`config.mk`:
```
export PLATFORM = sky130hd
export DESIGN_NAME = hero_motion_ctrl
export DESIGN_NICKNAME = d
export VERILOG_FILES = /design/src/rtl/hero_motion_ctrl.sv
export SDC_FILE = /design/constraint.sdc
export NUM_CORES = 1
export LEC_CHECK = 0
export CORE_MARGIN = 3
export CORE_UTILIZATION = 49
export DETAILED_ROUTE_END_ITERATION = 6
export GPL_TIMING_DRIVEN = 0
export PLACE_DENSITY = 0.75
export SETUP_SLACK_MARGIN = 0.4
export SLEW_MARGIN = 25
export SYNTH_ARGS = -nofsm -noshare
export SYNTH_HDL_FRONTEND = slang
export SYNTH_SLANG_ARGS = --single-unit
```
`constraint.sdc`:
```
create_clock -name clk -period 2.31 [get_ports clk]
set_input_delay 0.3465 -clock clk [delete_from_list [all_inputs] [get_ports clk]]
set_output_delay 0.3465 -clock clk [all_outputs]
set_load 0.01 [all_outputs]
```
`src/rtl/hero_motion_ctrl.sv`:
```
// hero_motion_ctrl: per-frame hero stepping (x then y) with collision rollback, plus bomb timer.
// Optional HERO_GRAVITY_EN: adds a constant downward pull to every y step unless up is held.
module hero_motion_ctrl #(
  parameter int STEP_X           = 2,
  parameter int STEP_Y           = 2,
  parameter int SETTLE_CYC       = 3,
  parameter int BOMB_STEP_FRAMES = 20,
  parameter int BOMB_DROP_Y      = 18,
  parameter int GRAVITY          = 1
) (
  input  logic       clk,
  input  logic       reset,
  input  logic       frame_tick,
  input  logic       level_start,
  input  logic [9:0] start_x,
  input  logic [9:0] start_y,
  input  logic       key_left,
  input  logic       key_right,
  input  logic       key_up,
  input  logic       key_down,
  input  logic       f_key,
  input  logic       coll,
  output logic [9:0] char_pos_x,
  output logic [9:0] char_pos_y,
  output logic [9:0] bomb_pos_x,
  output logic [9:0] bomb_pos_y,
  output logic [3:0] b_cnt,
  output logic       busy,
  output logic       explode
);

  localparam logic [10:0] X_MAX = 11'd639;
  localparam logic [11:0] Y_MAX = 12'd479;
`ifdef HERO_GRAVITY_EN
  localparam int Y_PULL = GRAVITY;
`else
  localparam int Y_PULL = 0 * GRAVITY;
`endif
  localparam int BF_W = $clog2(BOMB_STEP_FRAMES + 1);

  typedef enum logic [2:0] {S_IDLE, S_STEP_X, S_CHK_X, S_STEP_Y, S_CHK_Y} state_t;

  state_t      r_state, w_state_next;
  logic [9:0]  r_x, r_y, r_prev_x, r_prev_y;
  logic [9:0]  w_x_next, w_y_next, w_prev_x_next, w_prev_y_next;
  logic [3:0]  r_settle, w_settle_next;
  logic [9:0]  w_x_step, w_y_step;
  logic [10:0] w_x_sum;
  logic [11:0] w_y_sum;
  logic        w_settle_done;

  logic [9:0]      r_bomb_x, r_bomb_y;
  logic [3:0]      r_b_cnt;
  logic [BF_W-1:0] r_bomb_frames;
  logic            r_f_prev, r_explode;
  logic            w_f_rise, w_bomb_wrap;

  assign w_x_sum       = {1'b0, r_x} + 11'(STEP_X);
  // Downward move: pull (zero without gravity) plus the down-key step.
  assign w_y_sum       = {2'b00, r_y} + 12'(Y_PULL) + (key_down ? 12'(STEP_Y) : 12'd0);
  assign w_settle_done = (r_settle == 4'(SETTLE_CYC - 1));

  always_comb begin
    w_x_step = r_x;
    if (key_left && !key_right) begin
      if (r_x >= 10'(STEP_X)) w_x_step = r_x - 10'(STEP_X);
    end else if (key_right && !key_left) begin
      if (w_x_sum <= X_MAX) w_x_step = w_x_sum[9:0];
    end
  end

  always_comb begin
    w_y_step = r_y;
    if (key_up && !key_down) begin
      if (r_y >= 10'(STEP_Y)) w_y_step = r_y - 10'(STEP_Y);
    end else if (!key_up) begin
      if (w_y_sum <= Y_MAX) w_y_step = w_y_sum[9:0];
    end
  end

  always_comb begin
    w_state_next  = r_state;
    w_x_next      = r_x;
    w_y_next      = r_y;
    w_prev_x_next = r_prev_x;
    w_prev_y_next = r_prev_y;
    w_settle_next = r_settle;
    if (level_start) begin
      w_x_next      = start_x;
      w_y_next      = start_y;
      w_settle_next = 4'd0;
      w_state_next  = S_IDLE;
    end else begin
      case (r_state)
        S_IDLE: if (frame_tick) w_state_next = S_STEP_X;
        S_STEP_X: begin
          w_prev_x_next = r_x;
          w_x_next      = w_x_step;
          w_settle_next = 4'd0;
          w_state_next  = S_CHK_X;
        end
        S_CHK_X: begin
          if (w_settle_done) begin
            if (coll) w_x_next = r_prev_x;
            w_settle_next = 4'd0;
            w_state_next  = S_STEP_Y;
          end else begin
            w_settle_next = r_settle + 4'd1;
          end
        end
        S_STEP_Y: begin
          w_prev_y_next = r_y;
          w_y_next      = w_y_step;
          w_settle_next = 4'd0;
          w_state_next  = S_CHK_Y;
        end
        S_CHK_Y: begin
          if (w_settle_done) begin
            if (coll) w_y_next = r_prev_y;
            w_settle_next = 4'd0;
            w_state_next  = S_IDLE;
          end else begin
            w_settle_next = r_settle + 4'd1;
          end
        end
        default: w_state_next = S_IDLE;
      endcase
    end
  end

  always_ff @(posedge clk or posedge reset) begin
    if (reset) begin
      r_state  <= S_IDLE;
      r_x      <= 10'd320;
      r_y      <= 10'd240;
      r_prev_x <= 10'd0;
      r_prev_y <= 10'd0;
      r_settle <= 4'd0;
    end else begin
      r_state  <= w_state_next;
      r_x      <= w_x_next;
      r_y      <= w_y_next;
      r_prev_x <= w_prev_x_next;
      r_prev_y <= w_prev_y_next;
      r_settle <= w_settle_next;
    end
  end

  assign w_f_rise    = f_key & ~r_f_prev;
  assign w_bomb_wrap = (r_bomb_frames == BF_W'(BOMB_STEP_FRAMES - 1));

  // Drop only from idle (b_cnt 0); the frame counter runs only while a bomb is live,
  // so a key edge can never collide with the 3->0 return.
  always_ff @(posedge clk or posedge reset) begin
    if (reset) begin
      r_bomb_x      <= 10'd0;
      r_bomb_y      <= 10'd0;
      r_b_cnt       <= 4'd0;
      r_bomb_frames <= '0;
      r_f_prev      <= 1'b0;
      r_explode     <= 1'b0;
    end else begin
      r_f_prev  <= f_key;
      r_explode <= 1'b0;
      if (level_start) begin
        r_b_cnt       <= 4'd0;
        r_bomb_frames <= '0;
      end else if (r_b_cnt == 4'd0) begin
        if (w_f_rise) begin
          r_bomb_x      <= r_x;
          r_bomb_y      <= r_y + 10'(BOMB_DROP_Y);
          r_b_cnt       <= 4'd1;
          r_bomb_frames <= '0;
        end
      end else if (frame_tick) begin
        if (w_bomb_wrap) begin
          r_bomb_frames <= '0;
          if (r_b_cnt == 4'd3) begin
            r_b_cnt <= 4'd0;
          end else begin
            r_b_cnt <= r_b_cnt + 4'd1;
            if (r_b_cnt == 4'd2) r_explode <= 1'b1;
          end
        end else begin
          r_bomb_frames <= r_bomb_frames + BF_W'(1);
        end
      end
    end
  end

  assign char_pos_x = r_x;
  assign char_pos_y = r_y;
  assign bomb_pos_x = r_bomb_x;
  assign bomb_pos_y = r_bomb_y;
  assign b_cnt      = r_b_cnt;
  assign busy       = (r_state != S_IDLE);
  assign explode    = r_explode;

endmodule

```
# [Yosys cells after proc, flatten, opt, wreduce, memory -nomap -nowiden]
# Cells that the tools add are included.
[totals] reg_bits=78 in_bits=30 out_inout_bits=46 word_cells=113
[op_classes] addsub=8 n_lt_le_gt_ge=4 n_eq_ne=20 n_mux=42 bitwise_logic=3 reduce_logical=24
[ops] op="10-bit two-way mux" n=14
[ops] op="10-bit case mux with 2 select lines" n=2
[ops] op="4-bit two-way mux" n=8
[ops] op="5-bit two-way mux" n=5
[ops] op="4-bit inequality test, second input constant" n=6
[ops] op="10-bit by 2-bit >= comparator with 1-bit output, second input constant" n=2
[ops] op="10-bit by 2-bit subtractor with 10-bit output, second input constant" n=2
[ops] op="3-bit inequality test, second input constant" n=6
[ops] op="3-bit nonzero test" n=6
[ops] op="3-bit case mux with 5 select lines" n=1
[ops] op="4-bit by 2-bit == test with 1-bit output, second input constant" n=3
[ops] op="3-bit two-way mux" n=4
[ops] op="6-bit AND reduction" n=2
[ops] op="10-bit by 2-bit adder with 11-bit output" n=1
[ops] op="10-bit by 2-bit adder with 11-bit output, second input constant" n=1
[ops] op="11-bit by 10-bit <= comparator with 1-bit output, second input constant" n=1
[ops] op="11-bit by 9-bit <= comparator with 1-bit output, second input constant" n=1
[ops] op="10-bit by 5-bit adder with 10-bit output, second input constant" n=1
[ops] op="3-bit AND reduction" n=3
[ops] op="4-bit by 1-bit adder with 4-bit output, second input constant" n=2
[ops] op="4-bit case mux with 2 select lines" n=1
[ops] op="3-bit by 2-bit == test with 1-bit output, second input constant" n=2
[ops] op="1-bit two-way mux" n=6
[ops] op="2-bit AND reduction" n=3
[ops] op="12 further kinds" n=18

# [Depth between registers and ports, before layout]
[depth] word_depth=8 mapped_depth=10

# [Worst setup path after synthesis]
# Ideal clock, no wire load.
[synth_path] path_kind="reg2reg" start="register r_b_cnt[0] (netlist: b_cnt[0])" end="register r_b_cnt[2] (netlist: b_cnt[2])" setup_ps=121 arrival_time_ps=2379 path_slack_ps=-190 stages_incl_launch_ff=9 n_path_buf=1 synth_period_minus_slack_ps=2500 cell_sequence="dfrtp_1 -> inv_1 -> ha_1 -> or3b_2 -> clkbuf_1 -> a211oi_1 -> nand2b_1 -> o22ai_1 -> a22o_1"
[synth_between] elab_chain_len=6 word_cells_on_any_way=12 cone_classes="add/sub: 1; eq/ne: 2; mux: 5; reduce/logical: 4"
[synth_rtl] element="start, declared" line_no="53" text="logic [3:0] r_b_cnt;"
[synth_rtl] element="start signal, assigned" line_no="181" text="r_b_cnt <= r_b_cnt + 4'd1;"
[synth_rtl] element="4-bit by 1-bit adder with 4-bit output or 4-bit by 2-bit == test with 1-bit output (tied branches)" line_no="181, 178"
[synth_rtl] element="4-bit two-way mux" line_no="178" text="if (r_b_cnt == 4'd3) begin"
[synth_rtl] element="4-bit two-way mux" line_no="176" text="if (w_bomb_wrap) begin"
[synth_rtl] element="4-bit two-way mux" line_no="175" text="end else if (frame_tick) begin"
[synth_rtl] element="4-bit two-way mux" line_no="168" text="end else if (r_b_cnt == 4'd0) begin"
[synth_rtl] element="4-bit two-way mux" line_no="165" text="if (level_start) begin"
# Parallel ways exist; a longest one is shown, timed or not. The select of a mux whose other input is x is not followed.
# A chain may end at the register's enable or synchronous reset.

# [Worst setup path after layout]
[layout_path] start="register r_y[1] (netlist: char_pos_y[1])" end="register r_y[1] (netlist: char_pos_y[1])"
[layout_between] elab_chain_len=6 word_cells_on_any_way=13 cone_classes="add/sub: 2; order compare: 2; eq/ne: 2; mux: 6; reduce/logical: 1"
[layout_rtl] element="start, declared" line_no="44" text="logic [9:0] r_x, r_y, r_prev_x, r_prev_y;"
[layout_rtl] element="start signal, assigned" line_no="142" text="r_y <= w_y_next;"
[layout_rtl] element="parallel branches: the longest is 6 deep, another holds 10-bit by 2-bit adder with 11-bit output"
# Several ways; the timed one is not identified. The select of a mux whose other input is x is not followed.

==> out/qor.yml <==
status: "finished with violations"
violations: "negative setup slack"
ant_nets: 0
start_util: 0.5177
die_w_microns: 103.4
cts_buffer_depth: 2
grt_pass1_vias: 4675
drc_errors: 0
fillers: 578
gp_congestion: 0.9532
hold_viol: 0
drt_iter0_drc: 432
die_area_sq_mm: 0.01069
ir_drop_mv: 0.6530
cp_num_buf_inv: 1
syn_to_final_growth_pct: 48.87
cap_violations: 0
cp_slowest_cell: "or4b_4"
critPathMaxStageDelay_ns: 0.55
crit_path_cell_trace: "or4b_4, or3_4, o41ai_4, nor3_2, and2_4, buf_6, mux2_4"
fin_skew_ns: 0.008084
ys_seq_area_frac: 0.4216
synth_cell_types: 62
grt.total_usage: 0.2847
cp.required_ns: 2.56
clk_pin_slew_worst_paths_ns: 0.09
hold_class: "primary input to asynchronous set/reset pin"
rrSetupSlack_ns: -0.11
r2r-end: "char_pos_y[1]"
worstSetupPathType: "register to register"
cts_root_buf: "clkbuf_8"
arrival_ns: 2.67
grt_overflow: 0
stdcell_count: 783
synth_ff_type: "dfrtp_1"
yosysWarnings: 0
wl_mm: 15.08
nets: 695
rsz0062_at_grt: "true"
cts.sinks: 78
critPathMaxFanout: 5
io_pins: 76
worst_pin_slew_ns: 0.5819
setup_viol: 8
fin_ws_ns: -0.1098
antenna_found_initial: 0
r2r.worst_path.cells: 7
clk_latency_ns: 0.36
syn_area_per_cell_sq_um: 8.988
period_share: 1.048
r2r_start: "char_pos_y[1]"
power_density_mw_per_mm2: 945.2
vias: 4773
fmax_mhz: 413.3
vias_per_cell: 6.096
dpl.cell_count: 720
syn_nets: 560
syn-instance-count: 517
diodes: 0
place_hpwl_mm: 9.605
fin_hold_ws_ns: 0.3768
synth-async-reset-ratio: 1.000
die_h_microns: 103.4
synth_area_sq_mm: 0.004647
core_sq_mm: 0.008976
cts_buffers: 9
rows: 34
ys_ff_latch: 78
drt_pass1_iterations: 6
numPortBuffers: 75
slew_headroom: 0.6066
cts_tree: "built"
cp_top_family: "simple AND/OR/NAND/NOR gates"
fin_crit_ns: 2.420
leakagePower_uw: 0.002940
cts_max_level: 3
preCtsSetupSlack_ns: -0.7329
crit_path_start_kind: "register"
wl_per_cell_microns: 19.26
layout-drive-gt1-share: 0.3272
grt_max_degree: 32
cp-end-kind: "register"
slew_violations: 0
synth_edf_count: 0
cts.hold.buffers_added: 0
grt_first_pass_wirelength_mm: 23.82
worst reg2reg max path, stage by stage (launching register included):
cell and delay (ns):
dfrtp_2 0.44, or4b_4 0.55, or3_4 0.36, o41ai_4 0.25, nor3_2 0.10, and2_4 0.18
buf_6 0.13, mux2_4 0.30
state kept, by name (all words and copies together), names as in the netlist:
name	flops
b_cnt	4
bomb_pos_x	10
bomb_pos_y	10
char_pos_x	10
char_pos_y	10
explode	1
r_bomb_frames	5
r_f_prev	1
r_prev_x	10
r_prev_y	10
r_settle	4
r_state	3
stage by stage:
stage	utilization	area [sq um]	TNS, ns	total power (uW)
2_1_floorplan	-	4828	-0.3504	3500
6_report	0.7707	6918	-0.5507	6539
4_1_cts	0.7473	6708	-0.2583	6274
3_3_place_gp	0.6391	5737	-17.85	4425
5_1_grt	0.7707	6918	-0.9428	6878
3_5_place_dp	0.6436	5777	-17.90	4495
what timing repair did:
action                     4_1_cts  5_1_grt
resized for setup              101       53
setup endpoints to repair       66       60
pin swaps                       24       20
buffers inserted                37        6
gates cloned                     4        0
logic make-up after synthesis:
family          share of synthesized area
compound gates                     0.1844
xor+xnor                          0.02827
fa+ha+maj                         0.03500
buf+inv                           0.04631
flops                              0.4216
mux                               0.07054
simple gates                       0.2138
cells in the mapped netlist, types with 8 or more instances:
master,number,area (sq um)
a21oi_1,14,70.07
a31oi_1,9,56.30
buf_2,9,45.04
clkbuf_1,22,82.58
dfrtp_1,72,1802
ha_1,13,162.7
inv_1,17,63.81
mux2_2,18,202.7
nand2_1,77,289.0
nand2b_1,11,68.82
nand3_1,20,100.1
nand4_1,8,50.05
nor2_1,30,112.6
nor3_1,14,70.07
o21ai_0,49,245.2
o31ai_1,9,67.56
or3_1,8,50.05
xor2_1,8,70.07
layout by cell type (no fill, tap or decap), types with 15 or more instances in the layout:
master and n:
clkdlybuf4s50_1 70, nand2_1 60, o21ai_2 17, dfrtp_1 63, buf_6 16, o21ai_0 26, buf_4 34, nor2_1 28
nand3_1 18, mux2_4 15
routing by layer:
layer | global-route usage | up-vias | routed length, microns
li1 | - | 2150 | -
met1 | 0.3792 | 2309 | 6247
met2 | 0.4510 | 256 | 7050
met3 | 0.05567 | 58 | 1219
met4 | 0.1245 | 0 | 567
met5 | 0 | - | 0
worst max path at each step:
| stage | endpoint | cells after the start | slack, ns | start |
|---|---|---|---|---|
| CTS | char_pos_y[1] | 7 | -0.07 | char_pos_y[1] |
| finish | char_pos_y[1] | 7 | -0.11 | char_pos_y[1] |
| detailed placement | char_pos_y[1] | 9 | -0.73 | key_down |
| global placement | char_pos_y[1] | 9 | -0.72 | key_down |
| floorplan | char_pos_y[1] | 7 | -0.07 | char_pos_y[1] |
| global route | char_pos_y[1] | 7 | -0.15 | char_pos_y[1] |
power by group:
group	total (uW)	internal, uW	leakage (uW)	switching, uW
logic	3090	1660	0.00186	1430
registers	2180	1810	0.000962	374
clock network	1270	724	0.000114	544
cell type report:
class / count / area (sq um) / share of cell area
sequential: 78 / 1971 / 0.2849
inverter: 18 / 76.32 / 0.01103
buffer: 34 / 286.5 / 0.04142
clock inverter: 5 / 106.4 / 0.01537
clock buffer: 11 / 131.4 / 0.01899
timing repair buffer: 124 / 1215 / 0.1756
multi-input combinational: 387 / 2974 / 0.4299
tap: 126 / 157.7 / 0.02279
No activity file was read; power rests on OpenSTA's default activity.
